### config.mk
export PLATFORM = sky130hd
export DESIGN_NAME = video_lvds_rx_flat
export DESIGN_NICKNAME = d
export VERILOG_FILES = /design/src/rtl/video_lvds_pkg.sv /design/src/rtl/video_lvds_rx_if.sv /design/src/rtl/lvds_deser_lane.sv /design/src/rtl/video_lvds_rx.sv /design/src/flat_wrapper.sv
export SDC_FILE = /design/constraint.sdc
export NUM_CORES = 1
export LEC_CHECK = 0
export CORE_MARGIN = 3
export CORE_UTILIZATION = 45
export DETAILED_ROUTE_END_ITERATION = 16
export PLACE_DENSITY = 0.68
export SLEW_MARGIN = 15
export SYNTH_ARGS = -nofsm -noshare
export SYNTH_HDL_FRONTEND = slang
export SYNTH_SLANG_ARGS = --single-unit
export TNS_END_PERCENT = 1
### constraint.sdc
create_clock -name clk -period 1.6 [get_ports clk]
set_input_delay 0.16 -clock clk [delete_from_list [all_inputs] [get_ports clk]]
set_output_delay 0.16 -clock clk [all_outputs]
set_load 0.02 [all_outputs]
### src/rtl/video_lvds_pkg.sv
// video_lvds_pkg: definitions shared by the 7:1 LVDS video transmitter and
// receiver.
//   - word and colour widths
//   - the clock-lane framing pattern
//   - lock FSM states
//   - the bit position of every field inside the three data-lane words
//   - a helper that unpacks three lane words into one pixel
package video_lvds_pkg;

  localparam int WORD_BITS  = 7;
  localparam int COLOR_BITS = 6;

  // Clock lane carries two high, three low, two high per pixel.
  localparam logic [WORD_BITS-1:0] CLK_PATTERN = 7'b1100011;

  // Lane map, word bit positions (bit 6 is sent first).
  // ch1 = R0..R5 (descending from R0_POS), G0
  localparam int R0_POS = 6;
  localparam int G0_POS = 0;
  // ch2 = G1..G5 (descending from G1_POS), B0, B1
  localparam int G1_POS = 6;
  localparam int B0_POS = 1;
  localparam int B1_POS = 0;
  // ch3 = B2..B5 (descending from B2_POS), HSync, VSync, DataEnable
  localparam int B2_POS    = 6;
  localparam int HSYNC_POS = 2;
  localparam int VSYNC_POS = 1;
  localparam int DE_POS    = 0;

  typedef enum logic [1:0] {
    SEARCH = 2'd0,
    VERIFY = 2'd1,
    LOCKED = 2'd2
  } lock_state_t;

  typedef struct packed {
    logic [COLOR_BITS-1:0] red;
    logic [COLOR_BITS-1:0] green;
    logic [COLOR_BITS-1:0] blue;
    logic                  hsync;
    logic                  vsync;
    logic                  de;
  } pixel_t;

  localparam int PIXEL_BITS = $bits(pixel_t);

  // Reassemble one pixel from the three data-lane words.
  // Colour index 0 is the LSB of each colour.
  function automatic pixel_t unpack_pixel(input logic [WORD_BITS-1:0] w1,
                                          input logic [WORD_BITS-1:0] w2,
                                          input logic [WORD_BITS-1:0] w3);
    pixel_t p;
    p.red   = {w1[R0_POS-5], w1[R0_POS-4], w1[R0_POS-3],
               w1[R0_POS-2], w1[R0_POS-1], w1[R0_POS]};
    p.green = {w2[G1_POS-4], w2[G1_POS-3], w2[G1_POS-2],
               w2[G1_POS-1], w2[G1_POS],   w1[G0_POS]};
    p.blue  = {w3[B2_POS-3], w3[B2_POS-2], w3[B2_POS-1],
               w3[B2_POS],   w2[B1_POS],   w2[B0_POS]};
    p.hsync = w3[HSYNC_POS];
    p.vsync = w3[VSYNC_POS];
    p.de    = w3[DE_POS];
    return p;
  endfunction

endpackage

### src/rtl/video_lvds_rx_if.sv
// video_lvds_rx_if: bundle between the LVDS samplers, the receiver and the
// panel-side video pipeline.
//   channel1_in..channel3_in, clock_in : sampled LVDS lanes (into receiver)
//   Red, Green, Blue, HSync, VSync,
//   DataEnable, pixel_valid, locked    : recovered video (out of receiver)
// slave is the receiver's view; master is the view of whatever surrounds it
// (lane source and video sink).
interface video_lvds_rx_if;
  import video_lvds_pkg::*;

  logic                  channel1_in;
  logic                  channel2_in;
  logic                  channel3_in;
  logic                  clock_in;
  logic [COLOR_BITS-1:0] Red;
  logic [COLOR_BITS-1:0] Green;
  logic [COLOR_BITS-1:0] Blue;
  logic                  HSync;
  logic                  VSync;
  logic                  DataEnable;
  logic                  pixel_valid;
  logic                  locked;

  modport master (
    output channel1_in, channel2_in, channel3_in, clock_in,
    input  Red, Green, Blue, HSync, VSync, DataEnable, pixel_valid, locked
  );

  modport slave (
    input  channel1_in, channel2_in, channel3_in, clock_in,
    output Red, Green, Blue, HSync, VSync, DataEnable, pixel_valid, locked
  );
endinterface

### src/rtl/lvds_deser_lane.sv
// lvds_deser_lane: 7-bit MSB-first deserializer for one LVDS lane.
//   clk     : bit clock
//   rst     : asynchronous active-high reset
//   lane_in : sampled lane bit
//   word    : last seven bits received, oldest bit in word[6]
module lvds_deser_lane
  import video_lvds_pkg::*;
(
  input  logic                 clk,
  input  logic                 rst,
  input  logic                 lane_in,
  output logic [WORD_BITS-1:0] word
);

  // Shift one bit in per clock; the word is complete whenever the framing
  // logic says it is, no alignment is done here.
  always_ff @(posedge clk or posedge rst) begin
    if (rst) begin
      word <= {WORD_BITS{1'b0}};
    end else begin
      word <= {word[WORD_BITS-2:0], lane_in};
    end
  end

endmodule

### src/rtl/video_lvds_rx.sv
// video_lvds_rx: 7:1 LVDS video receiver.
//   clk : 7x pixel-rate bit clock
//   rst : asynchronous active-high reset
//   bus : lanes in (channel1..3_in, clock_in); RGB666, HSync, VSync,
//         DataEnable, pixel_valid strobe and locked out
// Word alignment comes from the clock-lane pattern: SEARCH looks for it on
// every cycle, VERIFY confirms it on the 7-cycle grid, LOCKED decodes pixels
// and tolerates isolated bad clock words.
module video_lvds_rx
  import video_lvds_pkg::*;
#(
  parameter int LOCK_COUNT    = 4,
  parameter int UNLOCK_ERRORS = 2
) (
  input  logic           clk,
  input  logic           rst,
  video_lvds_rx_if.slave bus
);

  localparam int CNT_MAX = (LOCK_COUNT > UNLOCK_ERRORS) ? LOCK_COUNT : UNLOCK_ERRORS;
  localparam int CNT_W   = $clog2(CNT_MAX + 1);
  localparam logic [CNT_W-1:0] CNT_ZERO      = CNT_W'(0);
  localparam logic [CNT_W-1:0] CNT_ONE       = CNT_W'(1);
  localparam logic [CNT_W-1:0] LOCK_TARGET   = CNT_W'(LOCK_COUNT);
  localparam logic [CNT_W-1:0] UNLOCK_TARGET = CNT_W'(UNLOCK_ERRORS);
  localparam logic [2:0]       PH_LAST       = 3'd6;

  logic [WORD_BITS-1:0] word_ch1;
  logic [WORD_BITS-1:0] word_ch2;
  logic [WORD_BITS-1:0] word_ch3;
  logic [WORD_BITS-1:0] word_clk;

  lock_state_t      state;
  lock_state_t      next_state;
  logic [2:0]       ph;
  logic [2:0]       ph_next;
  logic [CNT_W-1:0] good_cnt;
  logic [CNT_W-1:0] good_next;
  logic [CNT_W-1:0] err_cnt;
  logic [CNT_W-1:0] err_next;
  logic [CNT_W-1:0] good_inc;
  logic [CNT_W-1:0] err_inc;
  logic             pattern_ok;
  logic             boundary;
  logic             capture;

  pixel_t           pix;
  logic             pixel_strobe;
  logic             locked_reg;

  lvds_deser_lane u_lane_ch1 (.clk(clk), .rst(rst), .lane_in(bus.channel1_in), .word(word_ch1));
  lvds_deser_lane u_lane_ch2 (.clk(clk), .rst(rst), .lane_in(bus.channel2_in), .word(word_ch2));
  lvds_deser_lane u_lane_ch3 (.clk(clk), .rst(rst), .lane_in(bus.channel3_in), .word(word_ch3));
  lvds_deser_lane u_lane_clk (.clk(clk), .rst(rst), .lane_in(bus.clock_in),    .word(word_clk));

  assign pattern_ok = (word_clk == CLK_PATTERN);
  // ph==6 means the registers hold a full word on the established grid.
  assign boundary   = (ph == PH_LAST);
  assign good_inc   = good_cnt + CNT_ONE;
  assign err_inc    = err_cnt + CNT_ONE;

  // Next-state, counter and capture decisions for the lock FSM.
  always_comb begin
    next_state = state;
    ph_next    = ph;
    good_next  = good_cnt;
    err_next   = err_cnt;
    capture    = 1'b0;
    case (state)
      SEARCH: begin
        // Every cycle is a candidate boundary; a match fixes the grid.
        if (pattern_ok) begin
          next_state = VERIFY;
          ph_next    = 3'd0;
          good_next  = CNT_ONE;
        end else begin
          next_state = SEARCH;
        end
      end
      VERIFY: begin
        ph_next = boundary ? 3'd0 : ph + 3'd1;
        if (boundary) begin
          if (pattern_ok) begin
            good_next = good_inc;
            if (good_inc == LOCK_TARGET) begin
              next_state = LOCKED;
              err_next   = CNT_ZERO;
            end else begin
              next_state = VERIFY;
            end
          end else begin
            next_state = SEARCH;
            good_next  = CNT_ZERO;
          end
        end else begin
          next_state = VERIFY;
        end
      end
      LOCKED: begin
        ph_next = boundary ? 3'd0 : ph + 3'd1;
        if (boundary) begin
          if (pattern_ok) begin
            capture  = 1'b1;
            err_next = CNT_ZERO;
          end else begin
            err_next = err_inc;
            if (err_inc == UNLOCK_TARGET) begin
              next_state = SEARCH;
              good_next  = CNT_ZERO;
            end else begin
              next_state = LOCKED;
            end
          end
        end else begin
          next_state = LOCKED;
        end
      end
      default: begin
        next_state = SEARCH;
        ph_next    = 3'd0;
        good_next  = CNT_ZERO;
        err_next   = CNT_ZERO;
      end
    endcase
  end

  // Lock FSM state, phase and good/error counters.
  always_ff @(posedge clk or posedge rst) begin
    if (rst) begin
      state    <= SEARCH;
      ph       <= 3'd0;
      good_cnt <= CNT_ZERO;
      err_cnt  <= CNT_ZERO;
    end else begin
      state    <= next_state;
      ph       <= ph_next;
      good_cnt <= good_next;
      err_cnt  <= err_next;
    end
  end

  // Output registers: pixel fields hold their last capture, even across
  // loss of lock; locked tracks the state register edge-for-edge.
  always_ff @(posedge clk or posedge rst) begin
    if (rst) begin
      pix          <= {PIXEL_BITS{1'b0}};
      pixel_strobe <= 1'b0;
      locked_reg   <= 1'b0;
    end else begin
      pixel_strobe <= capture;
      locked_reg   <= (next_state == LOCKED);
      if (capture) begin
        pix <= unpack_pixel(word_ch1, word_ch2, word_ch3);
      end
    end
  end

  assign bus.Red         = pix.red;
  assign bus.Green       = pix.green;
  assign bus.Blue        = pix.blue;
  assign bus.HSync       = pix.hsync;
  assign bus.VSync       = pix.vsync;
  assign bus.DataEnable  = pix.de;
  assign bus.pixel_valid = pixel_strobe;
  assign bus.locked      = locked_reg;

endmodule

### src/flat_wrapper.sv
// flat-port wrapper written by rule: the top's interface ports become plain ports
module video_lvds_rx_flat import video_lvds_pkg::*;
#(
  parameter int LOCK_COUNT    = 4,
  parameter int UNLOCK_ERRORS = 2
)
  (clk, rst, bus_channel1_in, bus_channel2_in, bus_channel3_in, bus_clock_in, bus_Red, bus_Green, bus_Blue, bus_HSync, bus_VSync, bus_DataEnable, bus_pixel_valid, bus_locked);
  video_lvds_rx_if bus_i ();
  input  logic clk;
  input  logic rst;
  input wire logic [$bits(bus_i.channel1_in)-1:0] bus_channel1_in;
  input wire logic [$bits(bus_i.channel2_in)-1:0] bus_channel2_in;
  input wire logic [$bits(bus_i.channel3_in)-1:0] bus_channel3_in;
  input wire logic [$bits(bus_i.clock_in)-1:0] bus_clock_in;
  output wire logic [$bits(bus_i.Red)-1:0] bus_Red;
  output wire logic [$bits(bus_i.Green)-1:0] bus_Green;
  output wire logic [$bits(bus_i.Blue)-1:0] bus_Blue;
  output wire logic [$bits(bus_i.HSync)-1:0] bus_HSync;
  output wire logic [$bits(bus_i.VSync)-1:0] bus_VSync;
  output wire logic [$bits(bus_i.DataEnable)-1:0] bus_DataEnable;
  output wire logic [$bits(bus_i.pixel_valid)-1:0] bus_pixel_valid;
  output wire logic [$bits(bus_i.locked)-1:0] bus_locked;
  assign bus_i.channel1_in = bus_channel1_in;
  assign bus_i.channel2_in = bus_channel2_in;
  assign bus_i.channel3_in = bus_channel3_in;
  assign bus_i.clock_in = bus_clock_in;
  assign bus_Red = bus_i.Red;
  assign bus_Green = bus_i.Green;
  assign bus_Blue = bus_i.Blue;
  assign bus_HSync = bus_i.HSync;
  assign bus_VSync = bus_i.VSync;
  assign bus_DataEnable = bus_i.DataEnable;
  assign bus_pixel_valid = bus_i.pixel_valid;
  assign bus_locked = bus_i.locked;
  video_lvds_rx #(.LOCK_COUNT(LOCK_COUNT), .UNLOCK_ERRORS(UNLOCK_ERRORS)) u_core (.clk(clk), .rst(rst), .bus(bus_i));
endmodule
==> flow_summary.toml <==
[worst_hold_path]
worst_hold_path_type = "in2async"

[worst_setup_path]
cp_data_required_time_ns = 1.81
critical_path.startpoint_type = "flip-flop"
critPathArrivalTime_ns = 1.90
path_max_fanout = 5
r2r_slack_ns = -0.08
timing.critical_path.to_type = "flip-flop"
worst-setup-path-type = "reg2reg"

[finish]
area_growth_pct = 32.9
layout.nets = 235
fill_cells = 381
final_layout_size_suffix_gt1_share_pct = 36.4
finalInstanceArea_mm2 = 0.00326
utilization_of_the_core_after_routing_pct = 62.6
insertedDiodeCount = 0
post_layout_nonfiller_instances = 295

[placed_design]
numPortBuffers = 28
final_gp_congestion = 0.927
postPlaceCellArea_mm2 = 0.00297
dpl_worst_slack_ns = -0.290
dp_hpwl_um = 3160
post-place-cells = 277

[route]
number_of_design_rule_violations_left_by_the_first_detailed_router_iteration = 72
detailedRoute.firstPassIterationCount = 4
wl_per_cell_um = 15.4
via_per_inst = 5.08
drc = 0
routed_wl_um = 4540
routed-via-count = 1499
route.antenna.remaining_nets = 0

[pwr]
power.static_leakage_nw = 1.53
total_power_mw = 3.20
p_seq_share_pct = 52.3
internal-power_mw = 2.43
power_frac_clock_pct = 37.6
power.ir.vdd_worst_mv = 0.468
netSwitchingPower_mw = 0.772
combinationalPowerShare_pct = 10.1
switching_share_pct = 24.1
power_density_mw_per_mm2 = 983

[outcome]
violations_in_the_final_reports = "negative setup slack"
run_status = "finished with violations"

[synth]
yosysSeqAreaShare_pct = 63.3
cell_taking_the_most_area_after_synthesis = "sky130_fd_sc_hd__dfrtp_1"
synthAdderAreaFrac_pct = 4.08
synth.most_common_cell = "sky130_fd_sc_hd__dfrtp_1"
dominant_register_cell_in_the_synthesized_netlist = "sky130_fd_sc_hd__dfrtp_1"
ys_seq_elements = 62
synth-compound-area-share_pct = 7.14
main_combinational_cell_family_by_area_after_synthesis = "multiplexers"
yosys_top_cell_area_share_pct = 63.3
cell_types_occupying_the_most_area_after_synthesis = "sky130_fd_sc_hd__dfrtp_1, sky130_fd_sc_hd__mux2_4, sky130_fd_sc_hd__ha_1"
synthesis.nets = 176
post_synth_mux_area_share_pct = 13.8
post_synthesis_simple_gate_area_fraction_pct = 8.06
post_synth_instance_area_mm2 = 0.00245
synthTopCellsByCount = "sky130_fd_sc_hd__dfrtp_1, sky130_fd_sc_hd__mux2_4, sky130_fd_sc_hd__inv_1"
synth_xor_xnor_area_share_pct = 0.714
yosysWarningCount = 0
fraction_of_registers_with_async_set_reset_pct = 100
yosys.cell_types.count = 39
number_of_synthesized_flops_with_an_enable_pin = 0
syn-instance-count = 162
synth_area_per_cell_um2 = 15.1

[global_routing]
grt_pass1_vias = 1655
grt_overflow = 0
antenna_found_initial = 0
grt_usage_pct = 16.8
first_pass_grt_wire_length_um = 7960
grt_start_max_net_pins = 33

[timing]
max_slew_margin_pct = 75.3
final.hold.worst_slack_ns = 0.171
final_setup_viols = 22
clock-skew-final_ns = 0.00569
tightestPinTransition_ns = 0.367
totalNegativeSetupSlack_ns = -0.384
final-max-slew-violation-count = 0
final_setup_margin_ns = -0.0824
min_period_ns = 1.68
fin_crit_sh_pct = 105
hold_viol_final = 0
clock.fmax_mhz = 594
grt_setup_unrepaired = "true"

[clock_network]
clkSinkCount = 62
insertion_delay_to_the_later_sink_of_the_worst_skew_pair_ns = 0.33
tritoncts = "done"
number_of_buffers_added_by_the_clock_tree_synthesis_step = 9
cts.path.max_buffers = 2
h-tree-depth = 3
clk_pin_slew_worst_paths_ns = 0.07
cts.hold.buffers_added = 0
clk_root_buffer_cell = "sky130_fd_sc_hd__clkbuf_8"

[floorplanning]
die_height_um = 79.8
initial_core_util_pct = 47.1
core-area_mm2 = 0.00520
ios = 29
die_w_um = 79.8
std_cell_rows = 26
die_area_mm2 = 0.00637

[run]
total_of_max_cap_violations = 0
## cell type report
type | instances | area [um2] | area share (%)
Clock buffer | 11 | 151 | 4.65
Clock inverter | 4 | 22.5 | 0.691
Inverter | 9 | 37.5 | 1.15
Multi-Input combinational cell | 87 | 918 | 28.2
Sequential cell | 62 | 1550 | 47.6
Tap cell | 70 | 87.6 | 2.69
Timing Repair Buffer | 52 | 489 | 15.0
## what timing repair did
| item | 4_1_cts | 5_1_grt |
|---|---|---|
| pin swaps | 7 | 3 |
| resized for setup | 14 | 4 |
| buffers inserted | 3 | 0 |
| setup endpoints to repair | 28 | 33 |
## worst paths after layout
check,start,to,depth (start not counted)
max in group asynchronous,rst,u_core.bus.DataEnable,3
worst max register to register,u_core.u_lane_clk.word[4],u_core.good_cnt[0],5
worst max-delay path,u_core.u_lane_clk.word[4],u_core.good_cnt[0],5
min in group clk,bus_channel2_in,u_core.u_lane_ch2.word[0],1
worst min-delay path,rst,u_core.u_lane_ch2.word[2],2
worst min register to register,u_core.u_lane_ch1.word[5],u_core.u_lane_ch1.word[6],0
## worst max-delay path, stage by stage (launching register included)
cell and delay [ns]:
sky130_fd_sc_hd__dfrtp_1 0.39, sky130_fd_sc_hd__nand4bb_4 0.24, sky130_fd_sc_hd__buf_6 0.15, sky130_fd_sc_hd__o211ai_1 0.32, sky130_fd_sc_hd__a211oi_2 0.16, sky130_fd_sc_hd__mux2_4 0.32
## power groups by stage
stage               sequential, mW  combinational [mW]  clock (mW)
finish                        1.68               0.323        1.20
global route                  1.68               0.354        1.32
CTS                           1.68               0.313        1.24
detailed placement            1.70               0.279           0
global placement              1.70               0.262           0
floorplan                     1.70               0.146           0
## per-layer routing
metal | global-route usage [%] | vias up | part of all wire (%)
met4 | 11.1 | 0 | 4.0
met5 | 0 | - | 0
met1 | 19.2 | 755 | 41
li1 | - | 684 | -
met3 | 4.06 | 17 | 4.3
met2 | 27.6 | 43 | 51
## cell usage in the layout (no fill, tap or decap), types with 2 or more instances in the layout
| cell | synthesis | layout |
|---|---|---|
| sky130_fd_sc_hd__o211ai_1 | 3 | 3 |
| sky130_fd_sc_hd__nand2_1 | 4 | 4 |
| sky130_fd_sc_hd__mux2_2 | 3 | 2 |
| sky130_fd_sc_hd__inv_1 | 9 | 8 |
| sky130_fd_sc_hd__mux2i_1 | 2 | 2 |
| sky130_fd_sc_hd__clkdlybuf4s50_1 | 0 | 28 |
| sky130_fd_sc_hd__nand3_1 | 2 | 2 |
| sky130_fd_sc_hd__o21ai_0 | 6 | 5 |
| sky130_fd_sc_hd__a211oi_2 | 1 | 3 |
| sky130_fd_sc_hd__ha_1 | 8 | 4 |
| sky130_fd_sc_hd__clkinv_2 | 0 | 3 |
| sky130_fd_sc_hd__dfrtp_1 | 62 | 62 |
| sky130_fd_sc_hd__clkbuf_8 | 0 | 11 |
| sky130_fd_sc_hd__mux2_4 | 19 | 20 |
| sky130_fd_sc_hd__buf_12 | 0 | 2 |
| sky130_fd_sc_hd__buf_4 | 0 | 21 |
| sky130_fd_sc_hd__o21a_1 | 4 | 3 |
| sky130_fd_sc_hd__nand3b_1 | 2 | 2 |
| sky130_fd_sc_hd__ha_4 | 0 | 2 |
| sky130_fd_sc_hd__nand4b_1 | 2 | 2 |
| sky130_fd_sc_hd__nor2b_1 | 3 | 3 |
| sky130_fd_sc_hd__nor2_1 | 3 | 3 |
| sky130_fd_sc_hd__ha_2 | 0 | 2 |
| sky130_fd_sc_hd__clkinvlp_4 | 0 | 2 |
## cell families (layout without fill, tap and decap cells)
logic type               count (synthesis)  in the layout
AND/OR/NAND/NOR                         29             29
buffers and inverters                   13             76
XOR/XNOR                                 2              2
flip-flops                              62             62
AO/OA/AOI/OAI                           24             24
adder cells (fa/ha/maj)                  8              8
multiplexers                            24             24
(Power assumes the default switching activity.)
